==> src/rtl/instr_encoder_loader.sv <==
// Assembles RV32I instruction words from class + field inputs and writes them
// sequentially into instruction memory, with immediate range checks and a fill pointer.
module instr_encoder_loader #(
  parameter int ADDR_WIDTH = 8
) (
  input  logic                  clk,
  input  logic                  rst,
  input  logic                  clear,
  input  logic                  in_valid,
  output logic                  in_ready,
  input  logic [2:0]            kind,
  input  logic [2:0]            func3,
  input  logic                  alt,
  input  logic [4:0]            rd,
  input  logic [4:0]            rs1,
  input  logic [4:0]            rs2,
  input  logic [31:0]           imm,
  output logic                  wr_en,
  output logic [ADDR_WIDTH-1:0] wr_addr,
  output logic [31:0]           wr_data,
  output logic [ADDR_WIDTH:0]   count,
  output logic                  full,
  output logic                  err
);

  localparam logic [6:0] OP_R    = 7'b0110011;
  localparam logic [6:0] OP_I    = 7'b0010011;
  localparam logic [6:0] OP_S    = 7'b0100011;
  localparam logic [6:0] OP_B    = 7'b1100011;
  localparam logic [6:0] OP_U    = 7'b0110111;
  localparam logic [6:0] OP_J    = 7'b1101111;
  localparam logic [6:0] OP_LW   = 7'b0000011;
  localparam logic [6:0] OP_JALR = 7'b1100111;

  localparam logic [ADDR_WIDTH:0] DEPTH_C = {1'b1, {ADDR_WIDTH{1'b0}}};

  typedef enum logic [1:0] {
    IDLE  = 2'd0,
    WRITE = 2'd1,
    FULL  = 2'd2
  } state_t;

  state_t                  state_r;
  logic                    wr_en_r;
  logic [ADDR_WIDTH-1:0]   wr_addr_r;
  logic [31:0]             wr_data_r;
  logic [ADDR_WIDTH:0]     count_r;
  logic                    full_r;
  logic                    err_r;

  logic [31:0]             enc_data_s;
  logic                    enc_reject_s;
  logic [ADDR_WIDTH:0]     count_next_s;

  // True when bits [31:lsb] of v are all equal, i.e. v fits a signed field whose sign bit is lsb.
  function automatic logic sign_ok(input logic [31:0] v, input int lsb);
    logic [31:0] mask;
    mask = 32'hFFFF_FFFF << lsb;
    return ((v & mask) == mask) || ((v & mask) == 32'd0);
  endfunction

  // Field assembly and range check for the presented instruction class
  always_comb begin
    enc_data_s   = 32'd0;
    enc_reject_s = 1'b0;
    case (kind)
      3'd0: enc_data_s = {1'b0, alt, 5'b00000, rs2, rs1, func3, rd, OP_R};
      3'd1: begin
        enc_data_s   = {imm[11:0], rs1, func3, rd, OP_I};
        enc_reject_s = ~sign_ok(imm, 11);
      end
      3'd2: begin
        enc_data_s   = {imm[11:5], rs2, rs1, 3'b010, imm[4:0], OP_S};
        enc_reject_s = ~sign_ok(imm, 11);
      end
      3'd3: begin
        enc_data_s   = {imm[12], imm[10:5], rs2, rs1, func3, imm[4:1], imm[11], OP_B};
        // Only BEQ/BNE/BLT/BGE exist in the controller's branch mapping
        enc_reject_s = imm[0] | ~sign_ok(imm, 12) | func3[2];
      end
      3'd4: begin
        enc_data_s   = {imm[31:12], rd, OP_U};
        enc_reject_s = |imm[11:0];
      end
      3'd5: begin
        enc_data_s   = {imm[20], imm[10:1], imm[11], imm[19:12], rd, OP_J};
        enc_reject_s = imm[0] | ~sign_ok(imm, 20);
      end
      3'd6: begin
        enc_data_s   = {imm[11:0], rs1, 3'b010, rd, OP_LW};
        enc_reject_s = ~sign_ok(imm, 11);
      end
      3'd7: begin
        enc_data_s   = {imm[11:0], rs1, 3'b000, rd, OP_JALR};
        enc_reject_s = ~sign_ok(imm, 11);
      end
      default: begin
        enc_data_s   = 32'd0;
        enc_reject_s = 1'b1;
      end
    endcase
  end

  // Saturating fill-pointer increment
  always_comb begin
    if (count_r == DEPTH_C) begin
      count_next_s = count_r;
    end else begin
      count_next_s = count_r + {{ADDR_WIDTH{1'b0}}, 1'b1};
    end
  end

  // Load FSM with registered write port, fill pointer and sticky error
  always_ff @(posedge clk) begin
    if (rst) begin
      state_r   <= IDLE;
      wr_en_r   <= 1'b0;
      wr_addr_r <= {ADDR_WIDTH{1'b0}};
      wr_data_r <= 32'd0;
      count_r   <= {(ADDR_WIDTH+1){1'b0}};
      full_r    <= 1'b0;
      err_r     <= 1'b0;
    end else if (clear) begin
      state_r   <= IDLE;
      wr_en_r   <= 1'b0;
      count_r   <= {(ADDR_WIDTH+1){1'b0}};
      full_r    <= 1'b0;
      err_r     <= 1'b0;
    end else begin
      case (state_r)
        IDLE: begin
          wr_en_r <= 1'b0;
          if (in_valid) begin
            if (enc_reject_s) begin
              err_r <= 1'b1;
            end else begin
              wr_data_r <= enc_data_s;
              wr_addr_r <= count_r[ADDR_WIDTH-1:0];
              wr_en_r   <= 1'b1;
              state_r   <= WRITE;
            end
          end
        end
        WRITE: begin
          wr_en_r <= 1'b0;
          count_r <= count_next_s;
          if (count_next_s == DEPTH_C) begin
            full_r  <= 1'b1;
            state_r <= FULL;
          end else begin
            state_r <= IDLE;
          end
        end
        FULL: begin
          wr_en_r <= 1'b0;
          full_r  <= 1'b1;
        end
        default: begin
          wr_en_r <= 1'b0;
          state_r <= IDLE;
        end
      endcase
    end
  end

  // rst/clear gate the strobe immediately so an in-flight write is dropped in that cycle
  assign in_ready = (state_r == IDLE) & ~clear & ~rst;
  assign wr_en    = wr_en_r & ~clear & ~rst;
  assign wr_addr  = wr_addr_r;
  assign wr_data  = wr_data_r;
  assign count    = count_r;
  assign full     = full_r;
  assign err      = err_r;

endmodule

==> config.mk <==
export PLATFORM = sky130hd
export DESIGN_NAME = instr_encoder_loader
export DESIGN_NICKNAME = d
export VERILOG_FILES = /design/src/rtl/instr_encoder_loader.sv
export SDC_FILE = /design/constraint.sdc
export NUM_CORES = 1
export LEC_CHECK = 0
export CAP_MARGIN = 15
export CORE_ASPECT_RATIO = 1.5
export CORE_MARGIN = 2
export CORE_UTILIZATION = 45
export DETAILED_ROUTE_END_ITERATION = 8
export PLACE_DENSITY = 0.94
export SKIP_LAST_GASP = 1
export SYNTH_ARGS = -nofsm -noshare
export SYNTH_HDL_FRONTEND = slang
export SYNTH_SLANG_ARGS = --single-unit
==> constraint.sdc <==
create_clock -name clk -period 2.93 [get_ports clk]
set_input_delay 0.4395 -clock clk [delete_from_list [all_inputs] [get_ports clk]]
set_output_delay 0.4395 -clock clk [all_outputs]
set_load 0.01 [all_outputs]
# After elaboration in Yosys (flattened, before gate mapping)
# Cells that the tools add are included.
[word_totals]
reg_bits = 54
ramBits = 0
memories = 0
input_bits = 58
latch_bits = 0
romBits = 0
elab_cells = 68
output_inout_bits = 53
[classes]
shifts = 0
n_reduce_logical = 17
add_sub_neg = 1
div_mod_pow = 0
magnitude_cmp = 0
n_eq_ne = 17
muxes = 10
n_bitwise = 16
mul = 0
[ops]
columns = ["operator", "n"]
rows = [
  ["$pmux 32 s8", 1],
  ["$logic_not 32->1", 3],
  ["$eq 21x21->1 const B", 1],
  ["$eq 20x20->1 const B", 1],
  ["$eq 9x9->1 const B", 2],
  ["$eq 12x12->1 const B", 1],
  ["$eq 3x3->1 const B", 4],
  ["$reduce_or 12->1", 1],
  ["$add 9x1->9 const B", 1],
  ["$mux 9", 1],
  ["$not 1->1", 9],
  ["$reduce_or 4->1", 2],
  ["$eq 3x2->1 const B", 2],
  ["$mux 2", 3],
  ["$ne 2x2->1 const B", 3],
  ["$pmux 2 s3", 1],
  ["$reduce_and 3->1", 2],
  ["$and 1x1->1", 4],
  ["$pmux 1 s4", 1],
  ["$reduce_and 4->1", 1],
  ["$eq 3x1->1 const B", 1],
  ["$logic_not 3->1", 1],
  ["$logic_or 1x1->1", 3],
  ["$or 1x1->1", 3],
  ["other kinds (8)", 9],
]

# Depth between registers and ports, before layout
# Gate-level depths: netlist of run 1.
[logic_depth]
depth_word = 9
depth_mapped = 9
ltp_nobuf = 7

# Worst setup path after synthesis of run 1
# Ideal clock, no wire load.
[synth_timing]
path_type = "in2reg"
startpoint = "in kind[2]"
endpoint = "reg wr_data_r[22], in the netlist wr_data[22]"
path_stages = 8
setup_slack_ns = 0.785
setup_ns = 0.121
path_buffers = 2
arrival_ns = 2.025
required_time_ns = 2.809
path_cell_list = "buf_2 > nand2b_2 > xnor2_2 > a211oi_2 > o31a_2 > nand2_1 > buf_2 > mux2_2"
[synth_between]
elab_chain_len = 5
elab_cells_between_ends = 13
cone_classes = "eq/ne (7); mux (2); bitwise (1); reduce/logical (3)"
[synth_rtl]
columns = ["element", "line", "rtl"]
rows = [
  ["start: declaration", "11", "input logic [2:0] kind,"],
  ["$eq 3x3->1 (tied with other cells)", "66", "case (kind)"],
  ["$reduce_or 4->1 (no source line)", "n/a", ""],
  ["$pmux 1 s4", "66", ""],
  ["$not 1->1 (no source line)", "n/a", ""],
  ["$reduce_and 4->1 (no source line)", "n/a", ""],
  ["end signal: assignment", "137", "wr_data_r <= enc_data_s;"],
  ["end: declaration", "46", "logic [31:0] wr_data_r;"],
]
# Parallel ways exist; a longest one is shown, timed or not. The select of a mux whose other input is x is not followed.
# A chain may end at the register's enable or synchronous reset.

# Final worst setup path of run 1
[layout_timing]
startpoint = "in kind[1]"
endpoint = "reg wr_data_r[22], in the netlist wr_data[22]"
# Same word-level chain as after synthesis.

==> results of run 1 <==
## per-layer routing
metal | global-route usage | up-vias
li1 | - | 1466
met1 | 0.273 | 1433
met2 | 0.454 | 198
met3 | 0.0375 | 41
met4 | 0.115 | 0
met5 | 0 | -
## area by class of cell
| cell class | instances | area, um2 |
|---|---|---|
| tap | 74 | 92.6 |
| multi-input combinational | 252 | 1660 |
| clock buffer | 7 | 76.3 |
| inverter | 11 | 41.3 |
| timing repair buffer | 126 | 1220 |
| fill | 510 | 2020 |
| sequential | 53 | 1060 |
| clock inverter | 1 | 7.51 |
## per-stage QoR
stage | TNS [ns] | cells
2_1_floorplan | 0 | 341
3_3_place_gp | -0.0483 | 516
3_5_place_dp | -3.30 | 516
4_1_cts | 0 | 524
5_1_grt | 0 | 524
6_report | 0 | 524
## cells in the mapped netlist, drive strengths merged, types with 3 or more instances
library cell | number | area share
dfxtp | 53 | 0.37
inv | 11 | 0.014
clkbuf | 12 | 0.016
nor4 | 10 | 0.027
nor3 | 8 | 0.016
buf | 13 | 0.027
a2bb2oi | 3 | 0.016
a2111oi | 5 | 0.015
xnor2 | 4 | 0.015
and3 | 5 | 0.011
mux2i | 13 | 0.045
xor2 | 6 | 0.018
a211oi | 20 | 0.054
nand3 | 8 | 0.014
nor2 | 35 | 0.047
nor2b | 16 | 0.035
nand2 | 21 | 0.027
o22ai | 6 | 0.013
mux2 | 5 | 0.020
o22a | 6 | 0.020
nand4 | 8 | 0.017
o21ai | 9 | 0.016
a21oi | 34 | 0.059
o31ai | 3 | 0.0096
nand2b | 6 | 0.014
## power by group
group / switching [uW] / internal, uW / total (uW)
sequential: 15.6 / 747 / 763
clock: 240 / 170 / 410
combinational: 174 / 192 / 366
## registers in the layout, summed over array words and instances (netlist names)
signal   cells
count        9
wr_addr      8
err          1
wr_data     31
full         1
wr_en_r      1
state_r      2
## worst max-delay path, cell delays in order
cell and delay [ns]:
sky130_fd_sc_hd__clkdlybuf4s50_1 0.77, sky130_fd_sc_hd__nor2_1 0.09, sky130_fd_sc_hd__o21ai_0 0.18, sky130_fd_sc_hd__inv_1 0.11, sky130_fd_sc_hd__o31a_2 0.37, sky130_fd_sc_hd__nand2_1 0.38
sky130_fd_sc_hd__mux2_2 0.41
## timing repair
action,4_1_cts,5_1_grt
setup buffers,0,0
endpoints found under the setup margin,0,5
gates resized for setup,0,1
## cell families after synthesis
logic type               share of synthesized area
AO/OA/AOI/OAI                                0.248
AND/OR/NAND/NOR                              0.220
XOR/XNOR                                    0.0330
adder cells (fa/ha/maj)                    0.00869
multiplexers                                0.0648
flip-flops                                   0.369
buffers and inverters                       0.0565
## final timing paths
path                                    end  slack (ns)  cells after the start
worst min-delay path                   full        0.46                      2
worst max-delay path            wr_data[22]        0.39                      7
worst min register to register         full        0.46                      2
worst max register to register  wr_data[24]        1.03                      6
==> metrics.log, run 1 <==
INFO  metric layout-drive-gt1-share = 0.102
INFO  metric wl_per_cell = 16.9 um
INFO  metric cp_data_arrival_time = around 2.7 ns
INFO  metric grt_first_pass_wirelength = between 10 and 15 mm
INFO  metric core = between 6000 and 7000 um2
INFO  metric first_iter_violations = between 200 and 250
INFO  metric drt_first_pass_iters = 5
INFO  metric synth_fp_nets = 401
INFO  metric synthesized_area_per_cell = between 8 and 9 um2
INFO  metric clkSlewWorstSetupHoldPaths = roughly 0.1 ns
INFO  metric setup_repair_after_global_routing_missed_its_margin = no
INFO  metric worst_skew_pair.late_latency = 0.31 ns
INFO  metric ys_seq_elements = 53
INFO  metric fin_ws = just under 0.4 ns
INFO  metric placement_rows = 35
INFO  metric postSynth.asyncResetShare = 0
INFO  metric timing.final.crit_share = 0.867
INFO  metric final-hold-violation-count = 0
INFO  metric layout_min_cycle_time = around 2.5 ns
INFO  metric synth-edff-count = 0
INFO  metric cts_tree = done
INFO  metric area.growth.synth_to_final = 44.5%
INFO  metric total_routing_resource_utilization_after_global_routing = 0.244
INFO  metric synth.cell_area = ~2900 um2
INFO  metric detailedPlacementHpwl = 6.69 mm
INFO  metric final_core_utilization = 0.674
INFO  metric largest_net_degree_at_the_start_of_global_routing = 44
INFO  metric part_of_the_yosys_area_used_for_sequential_elements = 0.369
INFO  metric timing.critical_path.to_type = flop
INFO  metric result_of_the_run = completed
INFO  metric initial_antenna_violation_count = 0
INFO  metric final_design_area_no_fill = approximately 4200 um2
INFO  metric total_leakage_power = 0.00147 uW
INFO  metric layout.cells.most_common = sky130_fd_sc_hd__clkdlybuf4s50_1
INFO  metric cts_made_buffers = 5
INFO  metric relSlewSlack = 0.568
INFO  metric drt-total-wl = ~9 mm
INFO  metric timing.hold.worst.start = full
INFO  metric reg2reg_from = state_r[0]
INFO  metric met3RoutedLength = 643 um
INFO  metric floorplan.die_area = between 7000 and 8000 um2
INFO  metric finalPower = about 1500 uW
INFO  metric tightestPinTransition = approximately 0.65 ns
INFO  metric critical_path.startpoint_type = primary input
INFO  metric layout_common_cells = 110 x sky130_fd_sc_hd__clkdlybuf4s50_1, 53 x sky130_fd_sc_hd__dfxtp_1, 34 x sky130_fd_sc_hd__a21oi_1, 33 x sky130_fd_sc_hd__nor2_1, 21 x sky130_fd_sc_hd__nand2_1
INFO  metric boundaryPins = between 100 and 150
INFO  metric timing.max_cap.violations = 0
INFO  metric max_clock_freq = between 300 and 400 MHz
INFO  metric critPathLaunch = kind[1]
INFO  metric die_w = 69.3 um
INFO  metric hold_slack = 0.456 ns
INFO  metric critPathKind = primary input to flop
INFO  metric cts_root_buf = sky130_fd_sc_hd__clkbuf_8
INFO  metric drt.antenna.violating_nets = 0
INFO  metric cts_num_sinks = between 50 and 60
INFO  metric synthesis.instances = 341
INFO  metric met1Wirelength = approximately 3.2 mm
INFO  metric finish.net_count = around 510
INFO  metric detailroute.via_count = roughly 3100
INFO  metric io_buffers = between 100 and 150
INFO  metric final-max-slew-violation-count = 0
INFO  metric place_congestion = approximately 0.87
INFO  metric critical_path.max_fanout = 11
INFO  metric via_count_of_the_first_global_routing_pass = 3036
INFO  metric yosysUniqueCellTypes = 52
INFO  metric cts-root-to-sink-buffers = 2
INFO  metric wl_met2 = 4.70 mm
INFO  metric power.ir.vdd_worst = between 150 and 200 uV
INFO  metric finalSetupViolCount = 0
INFO  metric post_route_drc_violation_count = 0
INFO  metric htreeDepth = 2
INFO  metric grt_overflow_total = 0
INFO  metric yosys_warnings = 0
INFO  metric dr.max_layer_used = met4
INFO  metric dpl-instance-area = around 4100 um2
INFO  metric hold_bufs_inserted_after_cts = 0
INFO  metric fin_worst_skew = 0.00953 ns
INFO  metric power_density = 370 nW/um2
INFO  metric timing.critical_path.required = ~3.1 ns
INFO  metric starting_utilization_of_the_core_area = 0.466
INFO  metric holdCritPathClass = flop to flop
INFO  metric synth_top_flop_cell = sky130_fd_sc_hd__dfxtp_1
INFO  metric insertedDiodeCount = 0
INFO  metric die_h = roughly 100 um
INFO  metric post-place-ws = -0.178 ns
INFO  metric viasPerCell = approximately 6.0
(Power assumes the default switching activity.)
==> run 2, diff against run 1 <==
==> constraint.sdc (replaced) <==
create_clock -name clk -period 2.93 [get_ports clk]
set_input_delay 0.293 -clock clk [delete_from_list [all_inputs] [get_ports clk]]
set_output_delay 0.293 -clock clk [all_outputs]
set_load 0.01 [all_outputs]
==> run 2 against run 1 <==
Net effect:
- routed wire length decreased by 1.8%
- non-clock buffer count shrank 6
- global-route usage increased by 0.44 points
- largest power group unchanged
==> metrics.log, run 2 (synthesized netlist as in run 1, its figures left out) <==
INFO  metric result_of_the_run = completed
INFO  metric post_route_drc_violation_count = 0
INFO  metric insertedDiodeCount = 0
INFO  metric total_area_of_sequential_cells = approximately 1100 um2
INFO  metric detailroute.via_count = a little over 3000
INFO  metric reg2reg_from = state_r[0]
INFO  metric die_w = 69.3 um
INFO  metric starting_utilization_of_the_core_area = 0.466
INFO  metric power_density = 380 nW/um2
INFO  metric final_design_area_no_fill = around 4100 um2
INFO  metric hold_bufs_inserted_after_cts = 0
INFO  metric largest_reg_flops = 31
INFO  metric max_clock_freq = around 420 MHz
INFO  metric power.ir.vdd_worst = 196 uV
INFO  metric total_leakage_power = about 0.0015 uW
INFO  metric worst_r2r_path_depth = 6
INFO  metric via_count_of_the_first_global_routing_pass = 3065
INFO  metric clkSlewWorstSetupHoldPaths = roughly 0.1 ns
INFO  metric critPathLaunch = kind[1]
INFO  metric layout.cells.most_common = sky130_fd_sc_hd__clkdlybuf4s50_1
INFO  metric critPathKind = primary input to flop
INFO  metric timing.max_cap.violations = 0
INFO  metric layout_common_cells = 110 x sky130_fd_sc_hd__clkdlybuf4s50_1, 53 x sky130_fd_sc_hd__dfxtp_1, 34 x sky130_fd_sc_hd__a21oi_1, 33 x sky130_fd_sc_hd__nor2_1, 21 x sky130_fd_sc_hd__nand2_1
INFO  metric critical_path.startpoint_type = primary input
INFO  metric drt-total-wl = roughly 8.7 mm
INFO  metric place_congestion = 0.965
INFO  metric dpl-instance-area = between 4000 and 5000 um2
INFO  metric holdCritPathClass = flop to flop
INFO  metric total_routing_resource_utilization_after_global_routing = 0.249
INFO  metric placement_rows = 35
INFO  metric setup_repair_after_global_routing_missed_its_margin = no
INFO  metric area.growth.synth_to_final = 43.4%
INFO  metric r2r_setup_slack = 1.08 ns
INFO  metric layout-drive-gt1-share = 0.0946
INFO  metric first_iter_violations = 220
INFO  metric cellInternalPower = approximately 1100 uW
INFO  metric timing.critical_path.required = 3.12 ns
INFO  metric floorplan.die_area = between 7000 and 8000 um2
INFO  metric die_h = 102 um
INFO  metric cts_made_buffers = 5
INFO  metric total_area_of_multi_input_combinational_cells = approximately 1700 um2
INFO  metric drt_first_pass_iters = 5
INFO  metric timing.critical_path.to_type = flop
INFO  metric timing.hold.worst.start = full
INFO  metric p_sw = about 420 uW
INFO  metric detailedPlacementHpwl = 6.71 mm
INFO  metric boundaryPins = ~110
INFO  metric critical_path.max_fanout = 11
INFO  metric postCtsResizedCells = 0
INFO  metric clock_power_share = 0.286
INFO  metric final-hold-violation-count = 0
INFO  metric power.share.combinational = 0.227
INFO  metric grt_first_pass_wirelength = around 14 mm
INFO  metric cts_root_buf = sky130_fd_sc_hd__clkbuf_8
INFO  metric final-max-slew-violation-count = 0
INFO  metric htreeDepth = 2
INFO  metric tightestPinTransition = between 0.6 and 0.7 ns
INFO  metric grt_overflow_total = 0
INFO  metric final_layout_setup_total_negative_slack = 0 ns
INFO  metric timing.final.crit_share = 0.813
INFO  metric critical_path.endpoint = wr_data[24]
INFO  metric filler_cell_count = about 500
INFO  metric swShare = 0.269
INFO  metric core = 6170 um2
INFO  metric worst_skew_pair.late_latency = a little over 0.3 ns
INFO  metric r2r_end = wr_data[24]
INFO  metric wl_per_cell = 16.8 um
INFO  metric cts-root-to-sink-buffers = 2
INFO  metric initial_antenna_violation_count = 0
INFO  metric final_core_utilization = 0.668
INFO  metric power_frac_seq = 0.487
INFO  metric cp_data_arrival_time = around 2.6 ns
INFO  metric fin_worst_skew = about 0.010 ns
INFO  metric post_cts.repair.setup_buffers = 0
INFO  metric io_buffers = 110
INFO  metric drt.antenna.violating_nets = 0
INFO  metric viasPerCell = between 5 and 6
INFO  metric cts_num_sinks = 53
INFO  metric largest_net_degree_at_the_start_of_global_routing = 44
INFO  metric hold_slack = 0.465 ns
INFO  metric cts_tree = done
INFO  metric finalSetupViolCount = 0
INFO  metric relSlewSlack = 0.573
INFO  metric finish.net_count = 503
INFO  metric layout_min_cycle_time = between 2 and 2.5 ns
-- run 2: cell count changes in the layout (fill, tap and decap cells not counted) --
cell                         previous run  this run
sky130_fd_sc_hd__buf_4                 16        10
sky130_fd_sc_hd__clkinvlp_4             1         0
sky130_fd_sc_hd__clkbuf_8               5         7
sky130_fd_sc_hd__nor2_2                 1         2
sky130_fd_sc_hd__nor2_4                 1         0
sky130_fd_sc_hd__clkinv_2               0         1
sky130_fd_sc_hd__clkbuf_1               2         0
-- run 2: area by class of cell --
type,count,area share
clock buffer,7,0.0233
clock inverter,1,0.00121
inverter,11,0.0100
multi-input combinational,252,0.401
sequential,53,0.257
tap,74,0.0224
timing repair buffer,120,0.285
-- run 2: worst min-delay path by stage --
stage | to | slack (ns) | depth (start not counted)
floorplan | wr_data[13] | 0.45 | 2
global route | full | 0.51 | 2
detailed placement | full | 0.45 | 2
global placement | full | 0.43 | 2
CTS | full | 0.47 | 2
finish | full | 0.46 | 2
-- run 2: per-stage QoR --
stage	std cells	setup WS [ns]	total power, uW
finish	518	0.548	1570
global route	518	0.440	1630
CTS	518	0.585	1570
detailed placement	510	0.259	1130
global placement	510	0.407	1120
floorplan	341	0.931	945
-- run 2: power by group through the flow --
stage	Clock, uW	Combinational, uW	Sequential (uW)
after floorplan	0	156	789
after global placement	0	343	778
after detailed placement	0	352	779
after CTS	453	353	763
after global routing	480	383	766
final	448	357	763
-- run 2: routing by layer --
metal,GRT usage,up-vias,routed length (um)
met3,0.0345,27,487
met5,0,-,0
met4,0.103,0,229
li1,-,1456,-
met1,0.286,1453,3320
met2,0.462,161,4670
-- run 2: critical path, stage by stage --
cell and delay [ns]:
sky130_fd_sc_hd__clkdlybuf4s50_1 0.72, sky130_fd_sc_hd__buf_4 0.22, sky130_fd_sc_hd__inv_1 0.11, sky130_fd_sc_hd__nor3_1 0.29
sky130_fd_sc_hd__a31oi_2 0.09, sky130_fd_sc_hd__o221a_2 0.15, sky130_fd_sc_hd__nand2_1 0.32, sky130_fd_sc_hd__mux2_1 0.37
